==> src/rtl/esp32_uart.sv <==
// Byte-level 8N1 UART engine: TX FIFO feeding a serialiser, RX deserialiser feeding an RX FIFO.
// Bit period comes from a runtime prescaler, latched at the start of every frame.
`timescale 1ns/1ps

module esp32_uart #(
    parameter int unsigned PRESC_W  = 17,
    parameter int unsigned TX_DEPTH = 16,
    parameter int unsigned RX_DEPTH = 64
) (
    input  logic               clk_peripheral,
    input  logic               resetn,
    input  logic [PRESC_W-1:0] prescaler,
    input  logic [7:0]         tx_data,
    input  logic               tx_valid,
    output logic               tx_ready,
    output logic [7:0]         rx_data,
    output logic               rx_valid,
    input  logic               rx_ready,
    output logic               rx_overflow,
    output logic               rx_frame_err,
    input  logic               err_clr,
    output logic               tx_busy,
    output logic               uart_tx,
    input  logic               uart_rx
);

    localparam int unsigned TX_AW = $clog2(TX_DEPTH);
    localparam int unsigned RX_AW = $clog2(RX_DEPTH);
    localparam logic [PRESC_W-1:0] PMin = PRESC_W'(4);
    localparam logic [PRESC_W-1:0] POne = PRESC_W'(1);

    typedef enum logic [1:0] {TxIdle, TxStart, TxData, TxStop} tx_state_e;
    typedef enum logic [2:0] {RxIdle, RxStart, RxData, RxStop, RxBreak} rx_state_e;

    logic [PRESC_W-1:0] p_eff;

    assign p_eff = (prescaler < PMin) ? PMin : prescaler;

    // ---------------------------------------------------------------- TX FIFO
    logic [7:0]     tx_mem [TX_DEPTH];
    logic [TX_AW:0] tx_wptr_q, tx_wptr_d;
    logic [TX_AW:0] tx_rptr_q, tx_rptr_d;
    logic           tx_full, tx_empty, tx_push, tx_pop;
    logic [7:0]     tx_head;

    assign tx_full  = (tx_wptr_q[TX_AW-1:0] == tx_rptr_q[TX_AW-1:0]) &&
                      (tx_wptr_q[TX_AW] != tx_rptr_q[TX_AW]);
    assign tx_empty = (tx_wptr_q == tx_rptr_q);
    assign tx_push  = tx_valid && !tx_full;
    assign tx_head  = tx_mem[tx_rptr_q[TX_AW-1:0]];

    always_comb begin
        tx_wptr_d = tx_wptr_q + (TX_AW+1)'(tx_push);
        tx_rptr_d = tx_rptr_q + (TX_AW+1)'(tx_pop);
    end

    always_ff @(posedge clk_peripheral) begin
        if (tx_push) begin
            tx_mem[tx_wptr_q[TX_AW-1:0]] <= tx_data;
        end
    end

    // ---------------------------------------------------------------- TX FSM
    tx_state_e          tx_state_q, tx_state_d;
    logic [PRESC_W-1:0] tx_cnt_q, tx_cnt_d;
    logic [PRESC_W-1:0] tx_per_q, tx_per_d;
    logic [2:0]         tx_bit_q, tx_bit_d;
    logic [7:0]         tx_shift_q, tx_shift_d;
    logic               uart_tx_q, uart_tx_d;
    logic               tx_bit_end;

    assign tx_bit_end = (tx_cnt_q == tx_per_q - POne);

    always_comb begin
        tx_state_d = tx_state_q;
        tx_cnt_d   = tx_bit_end ? '0 : tx_cnt_q + POne;
        tx_per_d   = tx_per_q;
        tx_bit_d   = tx_bit_q;
        tx_shift_d = tx_shift_q;
        tx_pop     = 1'b0;
        case (tx_state_q)
            TxIdle: begin
                tx_cnt_d = '0;
                if (!tx_empty) begin
                    tx_pop     = 1'b1;
                    tx_shift_d = tx_head;
                    tx_per_d   = p_eff;
                    tx_state_d = TxStart;
                end
            end
            TxStart: begin
                if (tx_bit_end) begin
                    tx_bit_d   = 3'd0;
                    tx_state_d = TxData;
                end
            end
            TxData: begin
                if (tx_bit_end) begin
                    tx_shift_d = {1'b1, tx_shift_q[7:1]};
                    tx_bit_d   = tx_bit_q + 3'd1;
                    if (tx_bit_q == 3'd7) begin
                        tx_state_d = TxStop;
                    end
                end
            end
            TxStop: begin
                if (tx_bit_end) begin
                    // Back-to-back frames reload straight into START with a fresh prescaler.
                    if (!tx_empty) begin
                        tx_pop     = 1'b1;
                        tx_shift_d = tx_head;
                        tx_per_d   = p_eff;
                        tx_state_d = TxStart;
                    end else begin
                        tx_state_d = TxIdle;
                    end
                end
            end
            default: tx_state_d = TxIdle;
        endcase

        case (tx_state_q)
            TxStart: uart_tx_d = 1'b0;
            TxData:  uart_tx_d = tx_shift_q[0];
            default: uart_tx_d = 1'b1;
        endcase
    end

    always_ff @(posedge clk_peripheral or negedge resetn) begin
        if (!resetn) begin
            tx_wptr_q  <= '0;
            tx_rptr_q  <= '0;
            tx_state_q <= TxIdle;
            tx_cnt_q   <= '0;
            tx_per_q   <= PMin;
            tx_bit_q   <= 3'd0;
            tx_shift_q <= 8'hff;
            uart_tx_q  <= 1'b1;
        end else begin
            tx_wptr_q  <= tx_wptr_d;
            tx_rptr_q  <= tx_rptr_d;
            tx_state_q <= tx_state_d;
            tx_cnt_q   <= tx_cnt_d;
            tx_per_q   <= tx_per_d;
            tx_bit_q   <= tx_bit_d;
            tx_shift_q <= tx_shift_d;
            uart_tx_q  <= uart_tx_d;
        end
    end

    // ---------------------------------------------------------------- RX front end + FSM
    logic               rx_sync1_q, rx_sync2_q;
    logic               rxs;
    rx_state_e          rx_state_q, rx_state_d;
    logic [PRESC_W-1:0] rx_cnt_q, rx_cnt_d;
    logic [PRESC_W-1:0] rx_per_q, rx_per_d;
    logic [2:0]         rx_bit_q, rx_bit_d;
    logic [7:0]         rx_shift_q, rx_shift_d;
    logic               rx_bit_end, rx_half_end;
    logic               rx_push, rx_ferr_set;

    assign rxs         = rx_sync2_q;
    assign rx_bit_end  = (rx_cnt_q == rx_per_q - POne);
    assign rx_half_end = (rx_cnt_q == (rx_per_q >> 1) - POne);

    always_comb begin
        rx_state_d  = rx_state_q;
        rx_cnt_d    = rx_cnt_q + POne;
        rx_per_d    = rx_per_q;
        rx_bit_d    = rx_bit_q;
        rx_shift_d  = rx_shift_q;
        rx_push     = 1'b0;
        rx_ferr_set = 1'b0;
        case (rx_state_q)
            RxIdle: begin
                rx_cnt_d = '0;
                if (!rxs) begin
                    rx_per_d   = p_eff;
                    rx_state_d = RxStart;
                end
            end
            RxStart: begin
                // Mid start bit: a line already back high was only a glitch.
                if (rx_half_end) begin
                    rx_cnt_d   = '0;
                    rx_bit_d   = 3'd0;
                    rx_state_d = rxs ? RxIdle : RxData;
                end
            end
            RxData: begin
                if (rx_bit_end) begin
                    rx_cnt_d   = '0;
                    rx_shift_d = {rxs, rx_shift_q[7:1]};
                    rx_bit_d   = rx_bit_q + 3'd1;
                    if (rx_bit_q == 3'd7) begin
                        rx_state_d = RxStop;
                    end
                end
            end
            RxStop: begin
                if (rx_bit_end) begin
                    rx_cnt_d = '0;
                    if (rxs) begin
                        rx_push    = 1'b1;
                        rx_state_d = RxIdle;
                    end else begin
                        rx_ferr_set = 1'b1;
                        rx_state_d  = RxBreak;
                    end
                end
            end
            RxBreak: begin
                rx_cnt_d = '0;
                if (rxs) begin
                    rx_state_d = RxIdle;
                end
            end
            default: rx_state_d = RxIdle;
        endcase
    end

    // ---------------------------------------------------------------- RX FIFO + flags
    logic [7:0]     rx_mem [RX_DEPTH];
    logic [RX_AW:0] rx_wptr_q, rx_wptr_d;
    logic [RX_AW:0] rx_rptr_q, rx_rptr_d;
    logic           rx_full, rx_empty, rx_pop, rx_wr, rx_ovf_set;
    logic           rx_ovf_q, rx_ovf_d;
    logic           rx_ferr_q, rx_ferr_d;

    assign rx_full    = (rx_wptr_q[RX_AW-1:0] == rx_rptr_q[RX_AW-1:0]) &&
                        (rx_wptr_q[RX_AW] != rx_rptr_q[RX_AW]);
    assign rx_empty   = (rx_wptr_q == rx_rptr_q);
    assign rx_pop     = rx_ready && !rx_empty;
    // A pop in the same cycle frees the slot, so a push into a full FIFO still lands.
    assign rx_wr      = rx_push && (!rx_full || rx_pop);
    assign rx_ovf_set = rx_push && rx_full && !rx_pop;

    always_comb begin
        rx_wptr_d = rx_wptr_q + (RX_AW+1)'(rx_wr);
        rx_rptr_d = rx_rptr_q + (RX_AW+1)'(rx_pop);
        rx_ovf_d  = (rx_ovf_q && !err_clr) || rx_ovf_set;
        rx_ferr_d = (rx_ferr_q && !err_clr) || rx_ferr_set;
    end

    always_ff @(posedge clk_peripheral) begin
        if (rx_wr) begin
            rx_mem[rx_wptr_q[RX_AW-1:0]] <= rx_shift_q;
        end
    end

    always_ff @(posedge clk_peripheral or negedge resetn) begin
        if (!resetn) begin
            rx_sync1_q <= 1'b1;
            rx_sync2_q <= 1'b1;
            rx_state_q <= RxIdle;
            rx_cnt_q   <= '0;
            rx_per_q   <= PMin;
            rx_bit_q   <= 3'd0;
            rx_shift_q <= 8'h00;
            rx_wptr_q  <= '0;
            rx_rptr_q  <= '0;
            rx_ovf_q   <= 1'b0;
            rx_ferr_q  <= 1'b0;
        end else begin
            rx_sync1_q <= uart_rx;
            rx_sync2_q <= rx_sync1_q;
            rx_state_q <= rx_state_d;
            rx_cnt_q   <= rx_cnt_d;
            rx_per_q   <= rx_per_d;
            rx_bit_q   <= rx_bit_d;
            rx_shift_q <= rx_shift_d;
            rx_wptr_q  <= rx_wptr_d;
            rx_rptr_q  <= rx_rptr_d;
            rx_ovf_q   <= rx_ovf_d;
            rx_ferr_q  <= rx_ferr_d;
        end
    end

    // ---------------------------------------------------------------- outputs
    assign tx_ready     = !tx_full;
    assign tx_busy      = !tx_empty || (tx_state_q != TxIdle);
    assign uart_tx      = uart_tx_q;
    assign rx_valid     = !rx_empty;
    assign rx_data      = rx_empty ? 8'h00 : rx_mem[rx_rptr_q[RX_AW-1:0]];
    assign rx_overflow  = rx_ovf_q;
    assign rx_frame_err = rx_ferr_q;

endmodule

==> config.mk <==
export PLATFORM = sky130hd
export DESIGN_NAME = esp32_uart
export DESIGN_NICKNAME = d
export VERILOG_FILES = /design/src/rtl/esp32_uart.sv
export SDC_FILE = /design/constraint.sdc
export NUM_CORES = 1
export LEC_CHECK = 0
export ABC_AREA = 1
export BUFFER_PORTS_ARGS = -buffer_cell sky130_fd_sc_hd__buf_4
export CAP_MARGIN = 25
export CORE_ASPECT_RATIO = 1.25
export CORE_MARGIN = 1.5
export CORE_UTILIZATION = 32
export DETAILED_ROUTE_END_ITERATION = 6
export HOLD_SLACK_MARGIN = 0.12
export SKIP_CTS_REPAIR_TIMING = 1
export SLEW_MARGIN = 25
export SYNTH_ARGS = -nofsm -noshare
export SYNTH_HDL_FRONTEND = slang
export SYNTH_SLANG_ARGS = --single-unit
==> constraint.sdc <==
create_clock -name clk_peripheral -period 5.2 [get_ports clk_peripheral]
set_input_delay 0.52 -clock clk_peripheral [delete_from_list [all_inputs] [get_ports clk_peripheral]]
set_output_delay 0.52 -clock clk_peripheral [all_outputs]
set_load 0.1 [all_outputs]
==> metrics.md <==
| Metric | Value |
|---|---|
| Leakage power | 0.0143 uW |
| Weighted congestion reported at the end of routability-driven placement | 0.868 |
| Worst Skew | 55.5 ps |
| Post-synthesis cell type with the largest combined area | sky130_fd_sc_hd__edfxtp_1 |
| Switching power | 8400 uW |
| Pin count of the biggest net entering global routing | 169 |
| Standard cell core area | 0.104 mm2 |
| Number of maximum-capacitance constraint violations | 0 |
| Antenna Cells | 0 |
| Net switching fraction of the power | 0.396 |
| Number of DRC markers after the initial detailed-route iteration | 1592 |
| Clock network power share | 0.283 |
| Horizontal die dimension | 292 um |
| Portion of synthesized cell area occupied by the leading cell type | 0.574 |
| Crit path max fanout | 42 |
| Final number of setup-violating endpoints | 0 |
| Clock Pin Slew Worst Setup and Hold Paths | around 60 ps |
| Fin nets | 3092 |
| Wire length after detailed routing | 84500 um |
| Combinational share of power | 0.362 |
| Overall routing resource usage | 0.158 |
| Buffers added on ports | 44 |
| Int Power | 12800 uW |
| Post-synthesis register bit count | 764 |
| Outcome | finished, final reports clean |
| Master cell of the clock root buffer | sky130_fd_sc_hd__clkbuf_16 |
| Data arrival time of the critical path | 3780 ps |
| Number of standard cells in the layout, taps in and fillers out | 4446 |
| Transition time at the pin with the least slew margin | 980 ps |
| Synth-to-layout area growth | 13.6% |
| Total global routing overflow | 0 |
| Post-Syn Instances | between 3000 and 4000 |
| DR vias | 22335 |
| Number of sinks on the clock net | 764 |
| Via count normalized by instance count | about 5.0 |
| Max H-tree Level | 3 |
| Die area | 0.107 mm2 |
| Unrepaired setup endpoints after global routing | false |
| Number of slew-limit violations in the final report | 0 |
| Share of synthesized area occupied by flip-flops and latches | 0.667 |
| Maximum count of clock buffers along a single path | 3 |
| Detail Route Antenna Nets | 0 |
| Layout cell share with drive strength beyond 1 | 0.100 |
| Yosys warning count | 0 |
| Wire length of the first global-routing pass | 130000 um |
| Power density over cell area | 557 mW/mm2 |
| Post-synthesis cell area | roughly 0.034 mm2 |
| Fraction of registers with async set/reset | 0.162 |
| Commonest non-fill, non-tap cells in the layout | sky130_fd_sc_hd__edfxtp_1, sky130_fd_sc_hd__nor2_1, sky130_fd_sc_hd__nand2_1 |
| Min Clock Period, post-route | 4300 ps |
| Initial core utilization | 0.323 |
| Setup CP Type | reg2out |
| I/O Pins | 45 |
| Post-Syn Area per Cell | between 10 and 15 um2 |
| Placed cell count | 4288 |
| Worst path top cell family by delay | buffers and inverters |
| Share of the cycle needed by the critical path after routing | 0.827 |
| VDD IR max | 0.583 mV |
| Cells along the critical path | clkinv_2, buf_4, o21ai_0, o22ai_1, o21ai_0, o22ai_1, nand2_1, nand3_1, nand2_1, nor2_1, buf_4 |
| Finished Core Util | 0.367 |
| Worst Hold Class | in2reg |
| Worst setup EP type | output pin |
| Number of buffers added by the clock tree synthesis step | 81 |
| Detailed-routing iteration count for the pre-antenna-repair pass | 5 |
| Critical-path cell with the highest stage delay | sky130_fd_sc_hd__dfrtp_4 |
| Final total negative setup slack | 0 ps |
| Worst path bufs/invs | 3 |
| Clock tree from TritonCTS | built |
| Number of DRC violations after detailed routing | 0 |
| Leading cell types by total area after synthesis | sky130_fd_sc_hd__edfxtp_1, sky130_fd_sc_hd__dfrtp_1, sky130_fd_sc_hd__nor2_1, sky130_fd_sc_hd__o21ai_0, sky130_fd_sc_hd__nand2_1 |
| Final HPWL from detailed placement | 53000 um |
| Portion of total power attributed to sequential cells | 0.355 |
| Number of nets in the synthesized netlist | 3080 |
| Insertion delay to the later sink of the worst-skew pair | approximately 660 ps |
| Hold Fails Final Rpt | 0 |
| Most common cell after layout, fill and taps aside | sky130_fd_sc_hd__edfxtp_1 |
| Site row count | 132 |
| Final hold slack | ~110 ps |
| Filler cells | roughly 10000 |
| Highest clock frequency the design can meet | roughly 0.23 GHz |
| Delay of the slowest cell on the worst path | 660 ps |
| Required time at the worst-slack endpoint | 4680 ps |
| Number of global-route vias before repair | 22134 |
| Count of unique library cells instantiated by Yosys | 52 |
| Chip height | 365 um |
| Dominant register cell in the synthesized netlist | sky130_fd_sc_hd__edfxtp_1 |
| Wirelength per Cell | 19.0 um |
| Antenna violations before repair | 0 |
| Post-synth EDFFs | 640 |
| Critical path launch point type | flip-flop |
| Worst rel slew slack | 0.346 |
==> flip-flops by register name (all words and copies together), names as in the netlist, 2 cells and up <==
signal,flops
rx_mem,512
tx_mem,128
rx_cnt_q,17
rx_per_q,17
tx_cnt_q,17
tx_per_q,17
rx_shift_q,8
tx_shift_q,8
rx_rptr_q,7
rx_wptr_q,7
tx_rptr_q,5
tx_wptr_q,5
rx_bit_q,3
rx_state_q,3
tx_bit_q,3
tx_state_q,2
==> cell type report <==
cell class	instances	area [um2]	share of cell area
Multi-Input combinational cell	1940	9910	0.260
Inverter	173	669	0.0176
Sequential cell	764	22400	0.587
Tap cell	1340	1680	0.0440
Clock inverter	45	597	0.0157
Timing Repair Buffer	78	657	0.0173
Clock buffer	106	2210	0.0581
==> worst paths after layout <==
check                              from       endpoint  slack (ps)  cells past startpoint
setup / recovery           rx_rptr_q[1]     rx_data[4]         900                     11
hold / removal                  err_clr   rx_frame_err         110                      2
setup reg to reg            rx_per_q[2]  rx_mem[58][4]        1490                     13
hold reg to reg              rx_sync1_q     rx_sync2_q         360                      0
max in group asynchronous        resetn   tx_rptr_q[0]        3530                      3
min in group asynchronous        resetn    tx_per_q[1]         470                      2
==> per-stage QoR <==
step	setup slack, ps	cell area (um2)	total power [uW]
6_report	898	38100	21200
5_1_grt	617	38100	22400
4_1_cts	872	38000	21400
3_5_place_dp	1500	35200	15300
3_3_place_gp	1570	35200	15300
2_1_floorplan	1440	33500	13000
==> power groups by stage <==
| stage | Combinational, uW | Clock [uW] | Sequential [uW] |
|---|---|---|---|
| 5_1_grt | 8480 | 6370 | 7590 |
| 2_1_floorplan | 5640 | 0 | 7400 |
| 3_5_place_dp | 7680 | 0 | 7650 |
| 3_3_place_gp | 7630 | 0 | 7650 |
| 6_report | 7680 | 6010 | 7530 |
| 4_1_cts | 7690 | 6130 | 7540 |
==> logic make-up after synthesis <==
family | Yosys count | synth area share
xor gates and xnor gates | 77 | 0.0205
muxes | 33 | 0.0106
buffers and inverters | 322 | 0.0379
AOI/OAI and AO/OA | 628 | 0.103
and+or+nand+nor | 1179 | 0.152
DFF | 764 | 0.667
adders and majority gates | 23 | 0.00859
==> layer usage <==
layer,global-route usage,wire [um],vias to the layer above
met3,0.0234,4020,165
met5,0,0,-
met1,0.183,33600,10899
met2,0.290,43800,585
li1,-,-,10686
met4,0.0653,3110,0
==> cell usage after synthesis (8+ instances only) <==
cell type,instances
sky130_fd_sc_hd__nor3_1,18
sky130_fd_sc_hd__nand2_2,15
sky130_fd_sc_hd__dfrtp_1,111
sky130_fd_sc_hd__dfstp_2,13
sky130_fd_sc_hd__nand2_1,388
sky130_fd_sc_hd__o211ai_1,14
sky130_fd_sc_hd__ha_1,23
sky130_fd_sc_hd__nor2_2,9
sky130_fd_sc_hd__nand4_1,17
sky130_fd_sc_hd__o21ai_1,9
sky130_fd_sc_hd__o221ai_1,13
sky130_fd_sc_hd__inv_1,162
sky130_fd_sc_hd__nor2_4,11
sky130_fd_sc_hd__nand3b_1,12
sky130_fd_sc_hd__xnor2_1,29
sky130_fd_sc_hd__nand3_1,117
sky130_fd_sc_hd__a21oi_1,30
sky130_fd_sc_hd__xor2_1,47
sky130_fd_sc_hd__o22ai_1,164
sky130_fd_sc_hd__clkbuf_1,121
sky130_fd_sc_hd__nand4_4,8
sky130_fd_sc_hd__nor2_1,557
sky130_fd_sc_hd__edfxtp_1,640
sky130_fd_sc_hd__mux2i_1,13
sky130_fd_sc_hd__buf_2,16
sky130_fd_sc_hd__mux2_2,20
sky130_fd_sc_hd__o21ai_0,382
==> worst register-to-register path, cell delays in order, from the launching register on <==
cell and delay (ps):
sky130_fd_sc_hd__dfstp_2 570, sky130_fd_sc_hd__inv_1 60, sky130_fd_sc_hd__ha_1 230, sky130_fd_sc_hd__nand2_1 240, sky130_fd_sc_hd__nand3_1 110, sky130_fd_sc_hd__nand2_1 80, sky130_fd_sc_hd__o21ai_0 100, sky130_fd_sc_hd__nor2_1 140
sky130_fd_sc_hd__nand3_2 110, sky130_fd_sc_hd__nor2_4 120, sky130_fd_sc_hd__nand3_4 130, sky130_fd_sc_hd__nor2_8 310, sky130_fd_sc_hd__nand4_4 390, sky130_fd_sc_hd__nor2_1 720
Power figures use the tool's default switching activity.
